===== config.mk =====
export PLATFORM = sky130hd
export DESIGN_NAME = fetch_queue_flat
export DESIGN_NICKNAME = d
export VERILOG_FILES = /design/src/rtl/fetch_queue_if.sv /design/src/rtl/fetch_queue.sv /design/src/flat_wrapper.sv
export SDC_FILE = /design/constraint.sdc
export NUM_CORES = 1
export LEC_CHECK = 0
export CAP_MARGIN = 20
export CORE_MARGIN = 10
export CORE_UTILIZATION = 50
export DETAILED_ROUTE_END_ITERATION = 7
export GPL_ROUTABILITY_DRIVEN = 0
export PLACE_DENSITY = 0.74
export REMOVE_ABC_BUFFERS = 1
export SLEW_MARGIN = 40
export SYNTH_ARGS = -nofsm -noshare
export SYNTH_HDL_FRONTEND = slang
export SYNTH_SLANG_ARGS = --single-unit

===== constraint.sdc =====
create_clock -name i_clk -period 9.3 [get_ports i_clk]
set_input_delay 1.86 -clock i_clk [delete_from_list [all_inputs] [get_ports i_clk]]
set_output_delay 1.86 -clock i_clk [all_outputs]
set_load 0.03 [all_outputs]

===== src/rtl/fetch_queue_if.sv =====
// Fetch-to-decode handshake and payload bundle for fetch_queue.
// The master side is the fetch stage and the slave side is the queue itself.
interface fetch_queue_if #(
  parameter int ADDR_WIDTH  = 64,
  parameter int INSTR_WIDTH = 32,
  parameter int DEPTH       = 4
);
  localparam int CNT_W = $clog2(DEPTH) + 1;

  logic                   i_push;
  logic [INSTR_WIDTH-1:0] i_instr;
  logic [ADDR_WIDTH-1:0]  i_pc;
  logic [ADDR_WIDTH-1:0]  i_pc_plus4;
  logic [ADDR_WIDTH-1:0]  i_pc_target_pred;
  logic [1:0]             i_btb_way;
  logic                   i_branch_pred_taken;
  logic                   i_stall_dec;
  logic                   i_flush_dec;

  logic                   o_ready;
  logic                   o_valid;
  logic [INSTR_WIDTH-1:0] o_instr;
  logic [ADDR_WIDTH-1:0]  o_pc;
  logic [ADDR_WIDTH-1:0]  o_pc_plus4;
  logic [ADDR_WIDTH-1:0]  o_pc_target_pred;
  logic [1:0]             o_btb_way;
  logic                   o_branch_pred_taken;
  logic [CNT_W-1:0]       o_count;

  modport master (
    output i_push, i_instr, i_pc, i_pc_plus4, i_pc_target_pred, i_btb_way,
           i_branch_pred_taken, i_stall_dec, i_flush_dec,
    input  o_ready, o_valid, o_instr, o_pc, o_pc_plus4, o_pc_target_pred,
           o_btb_way, o_branch_pred_taken, o_count
  );

  modport slave (
    input  i_push, i_instr, i_pc, i_pc_plus4, i_pc_target_pred, i_btb_way,
           i_branch_pred_taken, i_stall_dec, i_flush_dec,
    output o_ready, o_valid, o_instr, o_pc, o_pc_plus4, o_pc_target_pred,
           o_btb_way, o_branch_pred_taken, o_count
  );
endinterface


===== src/rtl/fetch_queue.sv =====
// Circular fetch queue between the fetch and decode stages, with flush and stall.
// Define FETCH_QUEUE_BYPASS_EN to let a push into an empty queue reach decode in the same cycle.
module fetch_queue #(
  parameter int ADDR_WIDTH  = 64,
  parameter int INSTR_WIDTH = 32,
  parameter int DEPTH       = 4
) (
  input  logic          i_clk,
  input  logic          i_arst,
  fetch_queue_if.slave  q_if
);
  localparam int PTR_W = $clog2(DEPTH);
  localparam int CNT_W = PTR_W + 1;

  typedef struct packed {
    logic [INSTR_WIDTH-1:0] instr;
    logic [ADDR_WIDTH-1:0]  pc;
    logic [ADDR_WIDTH-1:0]  pc_plus4;
    logic [ADDR_WIDTH-1:0]  pc_target_pred;
    logic [1:0]             btb_way;
    logic                   branch_pred_taken;
  } entry_t;

  entry_t           mem_q [DEPTH];
  logic [PTR_W-1:0] wr_ptr_q, wr_ptr_d;
  logic [PTR_W-1:0] rd_ptr_q, rd_ptr_d;
  logic [CNT_W-1:0] count_q, count_d;

  entry_t in_entry;
  entry_t head_entry;
  entry_t out_entry;
  logic   empty;
  logic   ready;
  logic   valid;
  logic   bypass;
  logic   push;
  logic   pop;
  logic   wr_en;
  logic   rd_adv;

  assign in_entry = '{
    instr:             q_if.i_instr,
    pc:                q_if.i_pc,
    pc_plus4:          q_if.i_pc_plus4,
    pc_target_pred:    q_if.i_pc_target_pred,
    btb_way:           q_if.i_btb_way,
    branch_pred_taken: q_if.i_branch_pred_taken
  };

  assign empty = (count_q == '0);
  assign ready = (count_q < CNT_W'(DEPTH));

`ifdef FETCH_QUEUE_BYPASS_EN
  assign bypass     = empty & q_if.i_push & ~q_if.i_flush_dec;
  assign head_entry = bypass ? in_entry : mem_q[rd_ptr_q];
`else
  // Head is taken only from storage so no input-to-output path exists.
  assign bypass     = 1'b0;
  assign head_entry = mem_q[rd_ptr_q];
`endif

  assign valid = ~empty | bypass;
  assign push  = q_if.i_push & ready & ~q_if.i_flush_dec;
  assign pop   = valid & ~q_if.i_stall_dec & ~q_if.i_flush_dec;

  // A bypassed entry consumed in the same cycle never touches storage.
  assign wr_en  = push & ~(bypass & pop);
  assign rd_adv = pop & ~bypass;

  always_comb begin
    wr_ptr_d = wr_ptr_q;
    rd_ptr_d = rd_ptr_q;
    count_d  = count_q;
    if (q_if.i_flush_dec) begin
      wr_ptr_d = '0;
      rd_ptr_d = '0;
      count_d  = '0;
    end else begin
      if (wr_en) begin
        wr_ptr_d = wr_ptr_q + PTR_W'(1);
      end
      if (rd_adv) begin
        rd_ptr_d = rd_ptr_q + PTR_W'(1);
      end
      unique case ({wr_en, rd_adv})
        2'b10:   count_d = count_q + CNT_W'(1);
        2'b01:   count_d = count_q - CNT_W'(1);
        default: count_d = count_q;
      endcase
    end
  end

  always_ff @(posedge i_clk) begin
    if (i_arst) begin
      wr_ptr_q <= '0;
      rd_ptr_q <= '0;
      count_q  <= '0;
    end else begin
      wr_ptr_q <= wr_ptr_d;
      rd_ptr_q <= rd_ptr_d;
      count_q  <= count_d;
    end
  end

  // Storage is not reset; occupancy alone decides what is visible.
  always_ff @(posedge i_clk) begin
    if (wr_en && !i_arst) begin
      mem_q[wr_ptr_q] <= in_entry;
    end
  end

  assign out_entry = valid ? head_entry : '0;

  assign q_if.o_ready             = ready;
  assign q_if.o_valid             = valid;
  assign q_if.o_count             = count_q;
  assign q_if.o_instr             = out_entry.instr;
  assign q_if.o_pc                = out_entry.pc;
  assign q_if.o_pc_plus4          = out_entry.pc_plus4;
  assign q_if.o_pc_target_pred    = out_entry.pc_target_pred;
  assign q_if.o_btb_way           = out_entry.btb_way;
  assign q_if.o_branch_pred_taken = out_entry.branch_pred_taken;
endmodule

===== src/flat_wrapper.sv =====
// flat-port wrapper written by rule: the top's interface ports become plain ports
module fetch_queue_flat 
#(
  parameter int ADDR_WIDTH  = 64,
  parameter int INSTR_WIDTH = 32,
  parameter int DEPTH       = 4
)
  (i_clk, i_arst, q_if_i_push, q_if_i_instr, q_if_i_pc, q_if_i_pc_plus4, q_if_i_pc_target_pred, q_if_i_btb_way, q_if_i_branch_pred_taken, q_if_i_stall_dec, q_if_i_flush_dec, q_if_o_ready, q_if_o_valid, q_if_o_instr, q_if_o_pc, q_if_o_pc_plus4, q_if_o_pc_target_pred, q_if_o_btb_way, q_if_o_branch_pred_taken, q_if_o_count);
  fetch_queue_if #(.ADDR_WIDTH(ADDR_WIDTH), .INSTR_WIDTH(INSTR_WIDTH), .DEPTH(DEPTH)) q_if_i ();
  input  logic i_clk;
  input  logic i_arst;
  input wire logic [$bits(q_if_i.i_push)-1:0] q_if_i_push;
  input wire logic [$bits(q_if_i.i_instr)-1:0] q_if_i_instr;
  input wire logic [$bits(q_if_i.i_pc)-1:0] q_if_i_pc;
  input wire logic [$bits(q_if_i.i_pc_plus4)-1:0] q_if_i_pc_plus4;
  input wire logic [$bits(q_if_i.i_pc_target_pred)-1:0] q_if_i_pc_target_pred;
  input wire logic [$bits(q_if_i.i_btb_way)-1:0] q_if_i_btb_way;
  input wire logic [$bits(q_if_i.i_branch_pred_taken)-1:0] q_if_i_branch_pred_taken;
  input wire logic [$bits(q_if_i.i_stall_dec)-1:0] q_if_i_stall_dec;
  input wire logic [$bits(q_if_i.i_flush_dec)-1:0] q_if_i_flush_dec;
  output wire logic [$bits(q_if_i.o_ready)-1:0] q_if_o_ready;
  output wire logic [$bits(q_if_i.o_valid)-1:0] q_if_o_valid;
  output wire logic [$bits(q_if_i.o_instr)-1:0] q_if_o_instr;
  output wire logic [$bits(q_if_i.o_pc)-1:0] q_if_o_pc;
  output wire logic [$bits(q_if_i.o_pc_plus4)-1:0] q_if_o_pc_plus4;
  output wire logic [$bits(q_if_i.o_pc_target_pred)-1:0] q_if_o_pc_target_pred;
  output wire logic [$bits(q_if_i.o_btb_way)-1:0] q_if_o_btb_way;
  output wire logic [$bits(q_if_i.o_branch_pred_taken)-1:0] q_if_o_branch_pred_taken;
  output wire logic [$bits(q_if_i.o_count)-1:0] q_if_o_count;
  assign q_if_i.i_push = q_if_i_push;
  assign q_if_i.i_instr = q_if_i_instr;
  assign q_if_i.i_pc = q_if_i_pc;
  assign q_if_i.i_pc_plus4 = q_if_i_pc_plus4;
  assign q_if_i.i_pc_target_pred = q_if_i_pc_target_pred;
  assign q_if_i.i_btb_way = q_if_i_btb_way;
  assign q_if_i.i_branch_pred_taken = q_if_i_branch_pred_taken;
  assign q_if_i.i_stall_dec = q_if_i_stall_dec;
  assign q_if_i.i_flush_dec = q_if_i_flush_dec;
  assign q_if_o_ready = q_if_i.o_ready;
  assign q_if_o_valid = q_if_i.o_valid;
  assign q_if_o_instr = q_if_i.o_instr;
  assign q_if_o_pc = q_if_i.o_pc;
  assign q_if_o_pc_plus4 = q_if_i.o_pc_plus4;
  assign q_if_o_pc_target_pred = q_if_i.o_pc_target_pred;
  assign q_if_o_btb_way = q_if_i.o_btb_way;
  assign q_if_o_branch_pred_taken = q_if_i.o_branch_pred_taken;
  assign q_if_o_count = q_if_i.o_count;
  fetch_queue #(.ADDR_WIDTH(ADDR_WIDTH), .INSTR_WIDTH(INSTR_WIDTH), .DEPTH(DEPTH)) u_core (.i_clk(i_clk), .i_arst(i_arst), .q_if(q_if_i));
endmodule

---- Word-level counts from Yosys, hierarchy flattened ----
Memory sizes are Yosys's and may differ from the RTL's. A register that Yosys moved wholly into a read port is not among the register bits.
Index checks and enable logic that the tools add are counted.
word-level totals
  register bits after elaboration ......... 7
  latch bits .............................. 0
  RAM bits ................................ 908
  memory bits (read-only) ................. 0
  bits of input ports ..................... 232
  output and inout port bits .............. 232
  word-level logic and storage cells ...... 29
  memories ................................ 1
operators by class
  add/sub/neg operators ................... 4
  multiply operators ...................... 0
  divide/modulo/power cells ............... 0
  order comparisons ....................... 1
  eq/ne operators ......................... 2
  shifts and indexed selects .............. 0
  multiplexer cells ....................... 6
  bitwise gates (word level) .............. 7
  reduce and logical (&&, ||, !) cells .... 5
memory list
  name          words  bits a word  rd ports  clocked after Yosys merged registers in  wr ports  line               text
  u_core.mem_q  4      227          1         1                                        1         fetch_queue.sv:24  entry_t mem_q [DEPTH];
operator list
  kind                   number
  $mux W227              1
  $pmux W3 S2            1
  $add A2 B1 Y2 const B  2
  $and A1 B1 Y1          4
  $mux W2                2
  $add A3 B1 Y3 const B  1
  $logic_not A3 Y1       1
  $lt A3 B3 Y1 const B   1
  $not A1 Y1             3
  $sub A3 B1 Y3 const B  1
  $eq A2 B1 Y1 const B   1
  $eq A2 B2 Y1 const B   1
  $mux W1                2
  $reduce_bool A2 Y1     1
  $reduce_or A2 Y1       1
  $logic_and A1 B1 Y1    1
  $logic_not A1 Y1       1

---- Logic depth before layout (Yosys ltp) ----
Gate-level depths: netlist of the first run.
  depth after elaboration ................. 6
  gate-level depth with buffers ........... 9
  mapped depth without buffers ............ 8

---- Worst setup path before layout of the first run ----
Ideal clock, no wire load.
  path kind ............................... input to register
  start ................................... input port q_if_i_flush_dec
  end ..................................... memory u_core.mem_q[1][0] (netlist bit), enable pin
  data arrival time ....................... 7.817 ns
  data required time ...................... 8.684 ns
  slack ................................... 0.867 ns
  stages on the path ...................... 4
  path buffers ............................ 1
  cells stage by stage .................... or2_2 clkbuf_1 nor3b_1 and2_1
between the ends
  longest elaborated chain between the ends .. 5
ends and longest elaborated chain
  what                           line                text
  start: declaration             flat_wrapper.sv:20  input wire logic [$bits(q_if_i.i_flush_dec)-1:0] q_if_i_flush_dec;
  $not A1 Y1                     fetch_queue.sv:63   assign push = q_if.i_push & ready & ~q_if.i_flush_dec;
  $and A1 B1 Y1                  fetch_queue.sv:63
  $logic_and A1 B1 Y1            fetch_queue.sv:107  if (wr_en && !i_arst) begin
  $mux W1                        fetch_queue.sv:107
  $mux W1 (implied by the code)  fetch_queue.sv:108  mem_q[wr_ptr_q] <= in_entry;
  end: declaration               fetch_queue.sv:24
Every way passes these cells.

==> results list, run 1 <==
- Final std cells w/o fill: 3011
* Number of antenna violations at the first check in global routing: 21
- For the worst setup path, the data required time is ~7400 ps.
* Final-layout setup total negative slack: 0 ps
- Dividing the detail-routed wire length by the instance count gives approximately 25 um.
* Clk sink count: between 900 and 1000
* Initial core utilization: around 50%
- Leaving out fill and tap cells, the most frequent cell in the layout is sky130_fd_sc_hd__edfxtp_1.
- For the pin with the worst max-slew slack, the measured transition is ~760 ps.
- Dividing total power by cell area gives a power density of around 200 mW/mm2.
* Unrepaired setup endpoints after global routing: false
- The top cell types in the final layout, fill and taps aside, are sky130_fd_sc_hd__edfxtp_1 (908), sky130_fd_sc_hd__clkdlybuf4s50_1 (463), sky130_fd_sc_hd__mux4_2 (227), sky130_fd_sc_hd__nor2b_1 (227), sky130_fd_sc_hd__clkbuf_16 (93).
- Number of unique standard cell types used by synthesis: 25
- Count of mapped cells out of synthesis: 1491
- DRC violation total after the first TritonRoute iteration: 1051
- For this run, the number of Yosys warnings is 0.
* Critical Path AT: about 3600 ps
* Die footprint: 0.0802 mm2
* Final period utilization: 58.6%
- The total count of hold-check failures in the final report is 0.
* Critical Path, Cell by Cell: buf_12 -> buf_16 -> mux4_2 -> nor2b_1 -> clkdlybuf4s50_1
- The region available for standard cell placement spans between 0.06 and 0.07 mm2.
- The first global-routing pass estimated between 100 and 150 mm of wire.
- For this run, the total global-route usage over all layers was measured as between 10% and 20%.
- CTS max path bufs: 3
- Dpl ws: 4100 ps
- The worst path meets setup with roughly 3900 ps of slack.
- Total power: about 8.5 mW
* Maximum VDD drop: ~0.15 mV
- Once layout is done, the placed cells without fillers occupy 0.0435 mm2.
- Minimum period implied by the final worst setup slack: between 5000 and 6000 ps
- TritonCTS clock tree: built
- Final setup vio count: 0
- Post-detailed-placement cell area: around 0.040 mm2
* Number of remaining DRC errors: 0
- The final layout contains 2234 nets.
- Relative to the synthesized area, the layout overhead comes to 25.5%.
* Critical path start-end classification: reg -> out
* Sequential fraction of the synthesis area: about four fifths
- Fin Hold WS: approximately 560 ps
* Via density per instance: 5.46
* Avg Inst Size Synth: approximately 23 um2
- Number of H-tree branching levels: 3
- Cell at the root of the clock tree: sky130_fd_sc_hd__clkbuf_16
* Headroom to the max-slew limit: 49.4%
- After legalization and detailed placement, the total HPWL measured about 44 mm.
- Clock skew on the completed layout was measured at 12.1 ps.
* Port Buffers: between 400 and 500
- STA classifies the critical path endpoint as an output pin.
- Clock latency on the worst-skew pair, taken at its later pin, is roughly 620 ps.
- CP Buf/Inv Count: 3
- The largest single stage delay on the critical path is between 700 and 800 ps.
- In this run the post-CTS setup repair buffer count came out at 0.
- For this block, the routed nets add up to 74.7 mm of wire.
- Maximum clock frequency: 184 MHz
- IO Count: about 460
- The min-delay analysis places its worst path in the category reg -> reg.
- Clock-pin slew was measured on the worst setup and hold paths at 60 ps.
- In this run, placement finished with an instance count of about 2800.
- Max-cap violations in this run came to 0.
- The final count of pins violating max slew was 0.
- Pin count of the biggest net entering global routing: about 130
- Once detail routing completed, the nets flagged for antenna violations numbered 0.
- Number of global-route vias before repair: roughly 17000
- R2R setup slack: between 6000 and 7000 ps
- Crit path launch type: flip-flop
* Placement row count: 96
* Via count: approximately 16000
- Chip Height: ~280 um
- Counting flops and latches in the post-synthesis netlist gives approximately 920.
- Of all nets on the critical path, the largest fanout is 89.
* Count of cells resized by post-cts repair: 0
* Netlist Area Pre-Place: around 0.035 mm2
* Die extent in x: 283 um
* Leakage power figure: 13.2 nW
- Number of buffers added by the clock tree synthesis step: 92
- The first TritonRoute pass finished after 5 iterations.
- Master of the slowest instance on the critical path: sky130_fd_sc_hd__dfxtp_4
- At the end of the flow the core is filled with cells to 63.3%.
* Result of the run: complete, no violations
* GR Overflow Total: 0
- The kind of cell with the highest combined delay along the critical path is buffers and inverters.
- Hold-fix buffers, CTS: 0
* Proportion of layout cells with a drive suffix above 1: a little under a fifth
## registers in the layout, indices dropped and copies added, names as in the netlist, named ones only
signal,flops
u_core.mem_q,908
u_core.q_if.o_count,3
u_core.rd_ptr_q,2
u_core.wr_ptr_q,2
## metal layers
layer | routed length, um | track usage, % | share of wire, % | vias up
li1 | - | - | - | 7162
met1 | 28100 | 22.4 | 38 | 8632
met2 | 38900 | 30.8 | 52 | 502
met3 | 5870 | 6.01 | 7.9 | 117
met4 | 1670 | 5.93 | 2.2 | 20
met5 | 102 | 0 | 0.14 | -
## where the power goes
group	switching (mW)	leakage (nW)	total (mW)	internal [mW]
clock	1.48	1.42	3.52	2.04
sequential	0.00912	8.28	4.59	4.58
combinational	0.207	3.53	0.406	0.199
total	1.70	13.2	8.52	6.82
## final cells by class
| cell class | instances | area, um2 |
|---|---|---|
| clock inverter | 52 | 492 |
| tap | 931 | 1160 |
| sequential | 917 | 27500 |
| multi-input combinational | 490 | 6810 |
| clock buffer | 114 | 2410 |
| timing repair buffer | 487 | 5100 |
| fill | 4592 | 25200 |
| antenna | 12 | 30.0 |
| inverter | 8 | 30.0 |
## final timing paths
kind / start / to / depth (start not counted)
worst max-delay path: flip-flop / q_if_o_pc_target_pred[53] / 5
worst min-delay path: u_core.rd_ptr_q[0]$_SDFFE_PP0N_ / flip-flop / 2
worst max register to register: u_core.q_if.o_count[2]$_SDFFE_PP0P_ / u_core.mem_q[2][31]$_DFFE_PP_ / 5
worst min register to register: u_core.rd_ptr_q[0]$_SDFFE_PP0N_ / flip-flop / 2
## worst reg2reg max path, stage by stage (launching register included)
cell,delay (ps)
sky130_fd_sc_hd__dfxtp_1,390
sky130_fd_sc_hd__nor3b_1,460
sky130_fd_sc_hd__and2_4,580
sky130_fd_sc_hd__buf_12,310
sky130_fd_sc_hd__buf_12,320
sky130_fd_sc_hd__buf_16,440
## cells in the mapped netlist
cell | n | share of area, %
sky130_fd_sc_hd__or2_2 | 1 | 0.018
sky130_fd_sc_hd__xnor2_1 | 1 | 0.025
sky130_fd_sc_hd__nor2b_1 | 227 | 4.1
sky130_fd_sc_hd__edfxtp_1 | 908 | 79
sky130_fd_sc_hd__or3_1 | 3 | 0.054
sky130_fd_sc_hd__and2_1 | 4 | 0.072
sky130_fd_sc_hd__mux4_2 | 227 | 15
sky130_fd_sc_hd__xor2_1 | 2 | 0.051
sky130_fd_sc_hd__buf_4 | 9 | 0.19
sky130_fd_sc_hd__nor3b_1 | 2 | 0.043
sky130_fd_sc_hd__inv_1 | 8 | 0.087
sky130_fd_sc_hd__dfxtp_1 | 9 | 0.52
sky130_fd_sc_hd__buf_1 | 6 | 0.065
sky130_fd_sc_hd__clkbuf_1 | 31 | 0.34
sky130_fd_sc_hd__buf_2 | 26 | 0.38
sky130_fd_sc_hd__nand2b_1 | 1 | 0.018
sky130_fd_sc_hd__a21oi_1 | 5 | 0.072
sky130_fd_sc_hd__nor3_2 | 1 | 0.029
sky130_fd_sc_hd__nor3_1 | 1 | 0.014
sky130_fd_sc_hd__o21ai_0 | 3 | 0.043
sky130_fd_sc_hd__ha_1 | 5 | 0.18
sky130_fd_sc_hd__mux2i_1 | 1 | 0.029
sky130_fd_sc_hd__buf_6 | 4 | 0.13
sky130_fd_sc_hd__fa_1 | 1 | 0.058
sky130_fd_sc_hd__nor2_1 | 5 | 0.054
## cells by family (layout without fill, tap and decap cells)
family                   after synthesis  count (layout)  synth area share, %
XOR/XNOR                               3               3               0.0758
buffers and inverters                 84             661                 1.19
multiplexers                         228             228                 14.8
AND/OR/NAND/NOR                      245             245                 4.40
other                                  0              12                    0
AO/OA/AOI/OAI                          8               8                0.116
flip-flops                           917             917                 79.2
adder cells (fa/ha/maj)                6               6                0.238
Note: power is estimated with default switching activity, not from simulation.
==> run 2, diff against run 1 <==
PLACE_DENSITY = 0.76   (was 0.74)
clock period = 4.65 ns   (was 9.3 ns; I/O delays follow)
==> run 2 against run 1 <==
  * Final area grew 1.0%
  * Largest power group unchanged
  * Critical path type unchanged
  * Worst hold slack got worse by 24 ps
  * Critical path depth decreased by 1
==> results list, run 2 (same netlist as run 1, synthesis figures left out) <==
- The global routing usage summed across all routing layers is 19.0% (+0.68 points).
* Maximum clock frequency: about 250 MHz
- Sequential power share: 53.2% (-0.7 points)
* End-of-flow core utilization: 63.9% (+0.64 points)
- The global-route wire length before repair was 117 mm (+3.4%).
* Clk pin slew, worst setup/hold paths: 60 ps (about the same)
- Top reg by flops: u_core.mem_q
- Power density over cell area: 393 mW/mm2 (+100%)
* Result of the run: complete, no violations
- Crit path launch type: flip-flop
- The total buffers and inverters traversed by the critical path was 2 (-1).
* Path class of the lowest-slack min-delay path: reg -> reg
- The total count of hold-check failures in the final report is 0 (unchanged).
- Final std cells w/o fill: 3049 (+1.3%)
- The tree is rooted in a sky130_fd_sc_hd__clkbuf_16.
- Critical Path AT: 3150 ps (-440 ps)
- On the critical path, the stage with the largest delay is an instance of sky130_fd_sc_hd__dfxtp_4.
- Combinational Power Share: 4.8% (about the same)
- Delay of the slowest cell on the worst path: 630 ps (-120 ps)
- Internal cell power: 13.8 mW (+100%)
- The worst setup path is of the reg -> out kind.
- The number of sinks handled by clock tree synthesis is 917 (unchanged).
- The clock share of power is 42.0% (+0.7 points).
- The met3 wire length came to 5.75 mm (-2.1%).
- Number of global-route vias before repair: 18100 (+3.9%)
* Clk_skew: 26.6 ps (+14.5 ps)
* Critical path peak fanout: 49 (-45%)
- Number of antenna violations at the first check in global routing: 20 (-4.8%)
- The number of nets with antenna violations after routing came to 0 (unchanged).
- The total via count in the routed design was 16700 (+1.3%).
- The number of I/O port buffers came to 463 (unchanged).
* Minimum period implied by the final worst setup slack: approximately 4100 ps
- Chip Height: 283 um (unchanged)
* Critical Path, Cell by Cell: buf_12 -> mux4_2 -> nor2b_1 -> clkdlybuf4s50_1
- Flip-flop count of the largest register, all copies and words added: 908 (unchanged)
- In this run the top signal layer used is met5.
- The final count of negative-setup-slack endpoints came to 0 (unchanged).
- Maximum VDD drop: 0.425 mV (+170%)
- The boundary pin count was 464 (unchanged).
- The pin count of the biggest net entering global routing is 86 (-32%).
- The aggregate global routing overflow is 0 (unchanged).
* Leakage power figure: 13.5 nW (+2.0%)
- The endpoint required time on the critical path came to 3720 ps (-3720 ps).
- The max-cap check violation count is 0 (unchanged).
- From synthesis to final layout, the design area changed by 26.8%.
- TritonCTS built the clock tree.
- CTS max path bufs: 3 (unchanged)
- The total number of H-tree levels was 3 (unchanged).
- The number of DRC markers in iteration 0 is 1205 (+15%).
* Switching share of power: 19.9% (about the same)
- The top cell types in the final layout, fill and taps aside, are sky130_fd_sc_hd__edfxtp_1 (908), sky130_fd_sc_hd__clkdlybuf4s50_1 (463), sky130_fd_sc_hd__mux4_2 (227), sky130_fd_sc_hd__nor2b_1 (227), sky130_fd_sc_hd__clkbuf_16 (95).
- Setup repair after global routing left no endpoint under its margin.
* Max-slew violation total from the final report: 0 (unchanged)
- Headroom to the max-slew limit: 53.3% (+3.9 points)
- The number of standard-cell rows in the floorplan came to 96 (unchanged).
* Routed metal-1 wire length: 28.7 mm (+2.2%)
- The first-pass iteration count of the detailed router is 6 (+1).
- Slew of the pin with the lowest slew margin: 700 ps (-58.9 ps)
- The average detailed-routed wire length per instance was 25.2 um (+1.7%).
* Final-stage net count: 2275 (+1.8%)
- The half-perimeter wire length after placement was 49.1 mm (+11%).
* CP delay by family, top: buffers and inverters
- The total die area came to 0.0802 mm2 (unchanged).
- NetSw: 3.44 mW (+100%)
* Number of setup buffers added after CTS: 0 (unchanged)
- Leaving out fill and tap cells, the most frequent cell in the layout is sky130_fd_sc_hd__edfxtp_1.
* Number of remaining DRC errors: 0 (unchanged)
* Proportion of layout cells with a drive suffix above 1: 20.5% (+1.9 points)
- Total wirelength of the detailed-routed design: 76.9 mm (+3.0%)
* Worst skew pair latency: 640 ps (+20 ps)
* Via density per instance: 5.46 (about the same)
- The number of filler instances in the final layout came to 4503 (-1.9%).
- Final period utilization: 87.8%
- Die extent in x: 283 um (unchanged)
* Type of element capturing the critical path: output pin
- Hold-fix buffers, CTS: 0 (unchanged)
* Number of buffers added by the clock tree synthesis step: 92 (unchanged)
* Area of the placeable core: 0.0687 mm2 (unchanged)
- The initial core utilization was 50.4% (unchanged).
* Routed length on met2: 40.7 mm (+4.7%)
* Dpl cells: 2874 (+1.6%)
- Count of cells resized by post-cts repair: 0 (unchanged)
## run 2: through the flow
| step | TNS (ps) | instance area [um2] | power, mW | hold WS, ps | worst slack (ps) |
|---|---|---|---|---|---|
| 2_1_floorplan | -4061540 | 34300 | 9.74 | 459 | -6760 |
| 3_3_place_gp | 0 | 40900 | 10.2 | 472 | 920 |
| 3_5_place_dp | 0 | 40900 | 10.2 | 499 | 887 |
| 4_1_cts | 0 | 43900 | 17.4 | 523 | 443 |
| 5_1_grt | 0 | 43900 | 17.8 | 569 | 392 |
| 6_report | 0 | 43900 | 17.3 | 531 | 569 |
## run 2: area by class of cell
class                      instances  area (um2)  share of cell area (%)
sequential                       917       27500                    62.5
multi-input combinational        490        6810                    15.5
timing repair buffer             528        5440                    12.4
clock buffer                     108        2430                    5.52
tap                              931        1160                    2.65
clock inverter                    57         582                    1.32
inverter                           8        30.0                  0.0684
antenna                           10        25.0                  0.0570
## run 2: power by group through the flow
stage               Sequential (mW)  Clock, mW  Combinational, mW
floorplan                      9.39          0              0.348
global placement               9.35          0              0.816
detailed placement             9.36          0              0.834
CTS                            9.19       7.40              0.839
global route                   9.19       7.76              0.878
finish                         9.19       7.24              0.827
## run 2: routing by layer
metal	vias up	global-route usage, %
met2	508	32.8
li1	7231	-
met5	-	0
met3	101	5.91
met4	20	5.77
met1	8791	22.8
## run 2: worst paths after layout
path                                        from                                  end  slack [ps]  cells past startpoint
max reg2reg  u_core.q_if.o_count[2]$_SDFFE_PP0P_  u_core.q_if.o_count[2]$_SDFFE_PP0P_        2240                      9
min              u_core.rd_ptr_q[1]$_SDFFE_PP0N_      u_core.rd_ptr_q[1]$_SDFFE_PP0N_         530                      2
max                                    flip-flop                        q_if_o_pc[30]         570                      4
min reg2reg      u_core.rd_ptr_q[1]$_SDFFE_PP0N_      u_core.rd_ptr_q[1]$_SDFFE_PP0N_         530                      2
## run 2: worst register-to-register path, stage by stage, from the launching register on
cell	delay, ps
sky130_fd_sc_hd__dfxtp_1	480
sky130_fd_sc_hd__nor3_4	130
sky130_fd_sc_hd__buf_4	280
sky130_fd_sc_hd__nor3_1	200
sky130_fd_sc_hd__ha_1	210
sky130_fd_sc_hd__inv_1	60
sky130_fd_sc_hd__fa_1	370
sky130_fd_sc_hd__xor2_1	160
sky130_fd_sc_hd__or3_1	310
sky130_fd_sc_hd__a21oi_1	130
==> run 3, diff against run 2 <==
SETUP_SLACK_MARGIN = 0.4   (was not set)
==> results of run 3 <==
The final DEF is identical to that of run 2. Status: complete, no violations.
